## config.mk

```make
export PLATFORM = sky130hd
export DESIGN_NAME = alu_share_arbiter
export DESIGN_NICKNAME = d
export VERILOG_FILES = /design/src/rtl/alu_share_arbiter.sv
export SDC_FILE = /design/constraint.sdc
export NUM_CORES = 1
export LEC_CHECK = 0
export ABC_AREA = 0
export BUFFER_PORTS_ARGS = -buffer_cell sky130_fd_sc_hd__buf_2
export CAP_MARGIN = 20
export CORE_UTILIZATION = 43
export CTS_CLUSTER_DIAMETER = 40
export DETAILED_ROUTE_END_ITERATION = 12
export PLACE_DENSITY = 0.81
export RECOVER_POWER = 25
export SYNTH_ARGS = -nofsm -noshare
export SYNTH_HDL_FRONTEND = slang
export SYNTH_SLANG_ARGS = --single-unit
```

## constraint.sdc

```tcl
create_clock -name clk -period 1.7 [get_ports clk]
set_input_delay 0.085 -clock clk [delete_from_list [all_inputs] [get_ports clk]]
set_output_delay 0.085 -clock clk [all_outputs]
set_load 0.005 [all_outputs]
```

## src/rtl/alu_share_arbiter.sv

```systemverilog
// Two-requester round-robin arbiter and sequencer for the shared 4-bit ALU.
// Holds registered operands for a settle time, captures the result and returns it tagged by requester.
module alu_share_arbiter #(
    parameter int unsigned SETTLE_CYCLES = 1
) (
    input  logic       clk,
    input  logic       rst,
    input  logic [1:0] req_valid,
    output logic [1:0] req_ready,
    input  logic [3:0] req0_opcode,
    input  logic [3:0] req0_a,
    input  logic [3:0] req0_b,
    input  logic [3:0] req1_opcode,
    input  logic [3:0] req1_a,
    input  logic [3:0] req1_b,
    output logic [3:0] alu_opcode,
    output logic [3:0] alu_a,
    output logic [3:0] alu_b,
    input  logic [3:0] alu_out,
    input  logic [3:0] alu_flags,
    output logic       rsp_valid,
    input  logic       rsp_ready,
    output logic       rsp_id,
    output logic [3:0] rsp_out,
    output logic [3:0] rsp_flags,
    output logic       busy,
    output logic [7:0] op_count
);

    typedef enum logic [1:0] {
        IDLE  = 2'd0,
        ISSUE = 2'd1,
        RESP  = 2'd2
    } state_t;

    localparam logic [3:0] SETTLE_LOAD = 4'(SETTLE_CYCLES - 1);

    state_t     state, state_next;
    logic       last_grant;
    logic       winner;
    logic       accept;
    logic [3:0] settle_cnt;

    // NOTE: every signal written in always_comb gets a default first, so no path leaves it unassigned (no latch).
    always_comb begin
        winner = 1'b0;
        unique case (req_valid)
            2'b01:   winner = 1'b0;
            2'b10:   winner = 1'b1;
            2'b11:   winner = ~last_grant;
            default: winner = 1'b0;
        endcase

        // Ready is suppressed while reset is held, even though state already reads IDLE.
        req_ready = 2'b00;
        if (!rst && state == IDLE && req_valid != 2'b00)
            req_ready[winner] = 1'b1;
    end

    assign accept = (req_valid & req_ready) != 2'b00;
    assign busy   = (state != IDLE);

    always_comb begin
        state_next = state;
        unique case (state)
            IDLE:    if (accept)             state_next = ISSUE;
            ISSUE:   if (settle_cnt == 4'd0) state_next = RESP;
            RESP:    if (rsp_ready)          state_next = IDLE;
            default:                         state_next = IDLE;
        endcase
    end

    // NOTE: sequential state uses non-blocking assignments so every register samples pre-edge values.
    always_ff @(posedge clk or posedge rst) begin
        if (rst) state <= IDLE;
        else     state <= state_next;
    end

    always_ff @(posedge clk or posedge rst) begin
        if (rst) begin
            alu_opcode <= 4'd0;
            alu_a      <= 4'd0;
            alu_b      <= 4'd0;
            last_grant <= 1'b1;
            rsp_id     <= 1'b0;
            rsp_valid  <= 1'b0;
            rsp_out    <= 4'd0;
            rsp_flags  <= 4'd0;
            settle_cnt <= 4'd0;
            op_count   <= 8'd0;
        end else begin
            unique case (state)
                IDLE: begin
                    if (accept) begin
                        alu_opcode <= winner ? req1_opcode : req0_opcode;
                        alu_a      <= winner ? req1_a      : req0_a;
                        alu_b      <= winner ? req1_b      : req0_b;
                        last_grant <= winner;
                        rsp_id     <= winner;
                        settle_cnt <= SETTLE_LOAD;
                    end
                end
                ISSUE: begin
                    if (settle_cnt == 4'd0) begin
                        rsp_out   <= alu_out;
                        rsp_flags <= alu_flags;
                        rsp_valid <= 1'b1;
                    end else begin
                        settle_cnt <= settle_cnt - 4'd1;
                    end
                end
                RESP: begin
                    if (rsp_ready) begin
                        rsp_valid <= 1'b0;
                        op_count  <= op_count + 8'd1;
                    end
                end
                default: ;
            endcase
        end
    end

endmodule

```

==> flow_summary.json, run 1 <==
{
  "seq_area_frac_synth": 0.5300,
  "routed-via-count": 1269,
  "synth-edff-count": 0,
  "syn_area_um2": 1749,
  "cts_tree": "built",
  "final_hold_viol_count": 0,
  "cp.arrival_ns": 1.51,
  "pin_count": 70,
  "area_growth_pct": 33.26,
  "die-height_um": 65.78,
  "synth_mux_area_frac": 0.2546,
  "async_flop_share": 1.000,
  "antenna_found_initial": 0,
  "clock_latency_ns": 0.28,
  "tns_ns": 0,
  "drv_slew": 0,
  "dieArea_um2": 4327,
  "worst_pin_slew_ns": 0.4562,
  "die_w_um": 65.78,
  "relSlewSlack": 0.6956,
  "fin_util": 0.6181,
  "nets": 254,
  "cts.sinks": 37,
  "first_pass_iters": 4,
  "clk_path_buf_depth": 2,
  "wl_met3_um": 132,
  "total_power_w": 0.003710,
  "ir_worst_vdd_uv": 852.3,
  "p_per_area_nw_per_um2": 1592,
  "hold_path_class": "in2reg",
  "critPathCaptureType": "primary output",
  "synth_top_family_by_area": "multiplexers",
  "vias_per_cell": 4.807,
  "whs_ns": 0.02620,
  "syn_avg_cell_area_um2": 13.67,
  "clock-skew-final_ns": 0.003783,
  "coreArea_um2": 3771,
  "synth_top_area_frac": 0.5150,
  "drt_iter0_drc": 38,
  "grt_pass1_vias": 1228,
  "yosysWarnings": 0,
  "drive_above_1_share": 0.6019,
  "synth-compound-area-share": 0.02504,
  "n_antenna_cell": 0,
  "ant_nets": 0,
  "synthAdderAreaFrac": 0.01431,
  "yosys.area.top_type": "dfrtp_1",
  "routedWlPerCell_um": 12.13,
  "setup_viol": 0,
  "cts_root_buf": "clkbuf_8",
  "drc": 0,
  "synth_fp_nets": 167,
  "grt-ovfl-total": 0,
  "grt_pass1_wl_mm": 5.271,
  "synthCells": 128,
  "cp-start-kind": "input pin",
  "drt-met1-wl_mm": 1.397,
  "crit_type": "in2out",
  "reg2reg_depth": 4,
  "initial_core_util": 0.4638,
  "route.met2.wl_mm": 1.615,
  "grt_max_degree": 19,
  "hold_path_depth": 2,
  "routed_wl_mm": 3.201,
  "portBuffers": 69,
  "p_leak_nw": 1.175,
  "synth_xor_area_frac": 0.03505,
  "grtUsageTotal": 0.1627,
  "fin_crit_ns": 1.591,
  "hpwlAfterDp_mm": 2.467,
  "worstPathRequired_ns": 1.62,
  "htreeDepth": 2,
  "reg2reg_slack_ns": 0.14,
  "clkTransAtPathRegs_ns": 0.07,
  "rows": 22,
  "synth_cell_type_count": 34,
  "fin_crit_sh": 0.9359,
  "cts_made_buffers": 5,
  "place.gp.congestion": 0.7028,
  "ys.flop_type": "dfrtp_1",
  "yosys.area_share.simple": 0.1180,
  "rsz0062_at_grt": "false",
  "maxClockFrequency_ghz": 0.6285,
  "synth-seq-cells": 37,
  "worstPathMaxFanout": 4,
  "run_status": "finished, final reports clean",
  "synthTopCellsByArea": "dfrtp_1 52%, mux2_2 18%, mux2_4 6.9%, xnor2_1 2.5%, dfstp_2 1.5%",
  "regArea_um2": 927.1,
  "fillers": 305,
  "multi_input_area_um2": 787.0,
  "maxUsedRoutingLayer": "met4",
  "maxCapViolations": 0
}
layout by cell type, fill, tap and decap left out, drive strengths merged, types with 2 or more instances in the layout:
| master | Yosys | routed |
|---|---|---|
| buf | 2 | 77 |
| dfrtp | 36 | 36 |
| mux2 | 36 | 36 |
| clkbuf | 0 | 11 |
| nand2 | 7 | 7 |
| xnor2 | 5 | 5 |
| inv | 4 | 4 |
| nor2 | 4 | 4 |
| o21ai | 3 | 3 |
| nand4 | 3 | 3 |
| nand3 | 3 | 3 |
| nor3 | 3 | 3 |
| nand2b | 2 | 2 |
| xor2 | 2 | 2 |
| ha | 2 | 2 |
| or3 | 2 | 2 |
final timing paths:
kind | endpoint | start
setup / recovery | req_ready[0] | rst
setup reg to reg | alu_opcode[0]$_DFFE_PP0P_ | state[0]$_DFFE_PP0P_
hold reg to reg | op_count[7]$_DFFE_PP0P_ | op_count[7]$_DFFE_PP0P_
max in group asynchronous | alu_opcode[0]$_DFFE_PP0P_ | rst
hold / removal | state[1]$_DFFE_PP0P_ | rsp_ready
min in group asynchronous | op_count[1]$_DFFE_PP0P_ | rst
worst max-delay path: stages:
cell           delay, ns
dlygate4sd3_1       0.54
clkbuf_1            0.11
or3_4               0.38
nor3_1              0.22
buf_2               0.17
sequential cells by signal, summed over array words and instances (netlist names):
register / count
alu_a: 4
alu_b: 4
alu_opcode: 4
last_grant: 1
op_count: 8
rsp_flags: 4
rsp_id: 1
rsp_out: 4
rsp_valid: 1
settle_cnt: 4
state: 2
cells in the mapped netlist, types with 2 or more instances:
cell type and number:
dfrtp_1 36, ha_1 2, inv_1 4, mux2_2 28, mux2_4 8, nand2_1 6
nand2b_1 2, nand3_1 3, nand4_1 3, nor2_1 3, nor3_1 3, o21ai_0 3
xnor2_1 5, xor2_1 2
repair_timing:
item / CTS / global route
hold buffers: 1 / 0
buffers inserted: 4 / 0
hold endpoints to repair: 8 / 0
endpoints found under the setup margin: 9 / 0
resized for setup: 1 / 0
cells by family after synthesis:
group / count (synthesis)
buffers and inverters: 6
multiplexers: 37
adder cells (fa/ha/maj): 2
AND/OR/NAND/NOR: 33
AO/OA/AOI/OAI: 6
flip-flops: 37
XOR/XNOR: 7
layout make-up:
| cell class | count | share of cell area |
|---|---|---|
| Clock inverter | 1 | 0.002147 |
| Inverter | 4 | 0.006441 |
| Tap cell | 48 | 0.02576 |
| Multi-Input combinational cell | 85 | 0.3376 |
| Clock buffer | 7 | 0.04133 |
| Sequential cell | 37 | 0.3977 |
| Timing Repair Buffer | 82 | 0.1889 |
power by group:
| group | leakage [nW] | internal, W | switching [W] |
|---|---|---|---|
| Sequential | 0.453 | 0.00127 | 0.000236 |
| Combinational | 0.668 | 0.000939 | 0.000616 |
| Clock | 0.0542 | 0.000366 | 0.000283 |
| Total | 1.17 | 0.00258 | 0.00113 |
per-stage QoR:
| stage | area (um2) | setup WS, ns | instances |
|---|---|---|---|
| global placement | 2190 | 0.05669 | 251 |
| detailed placement | 2190 | 0.007673 | 251 |
| CTS | 2336 | 0.08533 | 264 |
| floorplan | 1749 | 0.1274 | 128 |
| global route | 2331 | 0.04679 | 264 |
| finish | 2331 | 0.1089 | 264 |
per-layer routing:
layer / vias up / GRT usage
met3: 5 / 0.03793
li1: 623 / -
met2: 35 / 0.2819
met1: 606 / 0.1911
met4: 0 / 0.06793
met5: - / 0
Note: power is estimated with default switching activity, not from simulation.
==> run 2, diff against run 1 <==
CORE_MARGIN = 10   (was unset)
==> run 2 against run 1 <==
Worst setup slack worse by 0.0066 ns. Non-clock buffer count is 3 lower. Critical path depth is 1 higher. Largest power group unchanged.
==> flow_summary.json, run 2 (same netlist as run 1, synthesis figures left out) <==
{
  "worst_setup_path_startpoint": "rst",
  "rows": 23,
  "routedWlPerCell_um": 14.80,
  "clk_path_buf_depth": 2,
  "reg2reg_depth": 4,
  "first_pass_iters": 4,
  "cts_root_buf": "clkbuf_8",
  "grtUsageTotal": 0.1147,
  "drt_iter0_drc": 38,
  "hold_path_depth": 2,
  "relSlewSlack": 0.6239,
  "cts.sinks": 37,
  "drc": 0,
  "worstReg2RegEnd": "alu_b[2]$_DFFE_PP0P_",
  "pin_count": 70,
  "hold_end": "rsp_out[3]$_DFFE_PP0P_",
  "setup_viol": 0,
  "cts_tree": "built",
  "grt-ovfl-total": 0,
  "reg2reg_slack_ns": 0.12,
  "rsz0062_at_grt": "false",
  "fin_crit_sh": 0.9398,
  "routed-via-count": 1255,
  "worst_pin_slew_ns": 0.5641,
  "ant_nets": 0,
  "maxClockFrequency_ghz": 0.6259,
  "portBuffers": 69,
  "die_w_um": 83.78,
  "antenna_found_initial": 0,
  "cp.arrival_ns": 1.51,
  "dieArea_um2": 7019,
  "coreArea_um2": 3971,
  "routed_wl_mm": 3.892,
  "clkTransAtPathRegs_ns": 0.07,
  "largest_reg_flops": 8,
  "multi_input_area_um2": 794.5,
  "crit_type": "in2out",
  "cp-start-kind": "input pin",
  "cts_made_buffers": 5,
  "worst_slack_ns": 0.1023,
  "rr_startpoint": "state[0]$_DFFE_PP0P_",
  "pre_cts_ws_ns": -0.07962,
  "hold_path_class": "in2reg",
  "worstPathRequired_ns": 1.62,
  "place.gp.congestion": 0.7471,
  "grt_max_degree": 19,
  "vias_per_cell": 4.772,
  "run_status": "finished, final reports clean",
  "ir_worst_vdd_uv": 776.1,
  "tns_ns": 0,
  "grt_pass1_vias": 1383,
  "grt_pass1_wl_mm": 6.748,
  "fin_crit_ns": 1.598,
  "hpwlAfterDp_mm": 3.095,
  "worstPathMaxFanout": 5,
  "min-delay-start": "alu_out[3]",
  "clock_latency_ns": 0.28,
  "p_per_area_nw_per_um2": 1658,
  "clock-skew-final_ns": 0.007218,
  "p_leak_nw": 1.138,
  "layout_commonest_cell": "buf_2",
  "area_growth_pct": 33.12,
  "regMostFlops": "op_count",
  "n_antenna_cell": 0,
  "final_cell_mix": "54 x buf_2, 36 x dfrtp_1, 28 x mux2_2, 17 x clkbuf_1, 8 x mux2_4",
  "nets": 251,
  "critPathCaptureType": "primary output",
  "maxCapViolations": 0,
  "fillers": 364,
  "drive_above_1_share": 0.5352,
  "regArea_um2": 927.1,
  "htreeDepth": 2,
  "initial_core_util": 0.4405,
  "drv_slew": 0,
  "die-height_um": 83.78,
  "final_hold_viol_count": 0
}
run 2: metrics by stage:
stage	hold slack, ns	util	cell area, um2	power, W	std cells
2_1_floorplan	0.1923	-	1749	0.002499	128
3_3_place_gp	0.09258	0.5482	2177	0.003040	251
3_5_place_dp	0.08762	0.5482	2177	0.003092	251
4_1_cts	0.02271	0.5920	2351	0.003952	263
5_1_grt	0.02978	0.5863	2328	0.004152	263
6_report	0.02798	0.5863	2328	0.003861	263
run 2: report_power, final:
group,internal [W],switching (W)
Clock,0.000478,0.000296
Sequential,0.00127,0.000243
Combinational,0.000916,0.000657
Total,0.00266,0.00120
run 2: cell type report:
type / count / area share
Timing Repair Buffer: 79 / 0.1773
Sequential cell: 37 / 0.3982
Multi-Input combinational cell: 85 / 0.3412
Tap cell: 50 / 0.02687
Clock inverter: 1 / 0.01290
Inverter: 4 / 0.006448
Clock buffer: 7 / 0.03708
run 2: routing by layer:
metal | routed length [um] | up-vias | track usage
met1 | 1600 | 610 | 0.1259
met3 | 92 | 4 | 0.02734
met2 | 2146 | 22 | 0.2056
li1 | - | 619 | -
met5 | 0 | - | 0
met4 | 52 | 0 | 0.04566
run 2: worst max path at each step:
stage	to	slack (ns)
global route	rsp_flags[3]$_DFFE_PP0P_	0.01
floorplan	alu_a[0]$_DFFE_PP0P_	0.13
CTS	req_ready[1]	0.08
detailed placement	alu_b[0]$_DFFE_PP0P_	-0.08
global placement	alu_b[0]$_DFFE_PP0P_	-0.05
finish	req_ready[1]	0.10
run 2: critical path, stage by stage:
cell and delay (ns):
dlygate4sd3_1 0.53, clkbuf_1 0.11, or3_4 0.38, nor2_8 0.17, and2_1 0.13, buf_2 0.11
run 2: what timing repair did:
action | in CTS | in global routing
hold endpoints to repair | 8 | 0
hold buffers | 1 | 0
resized for setup | 2 | 0
setup buffers | 3 | 0
setup endpoints to repair | 21 | 0
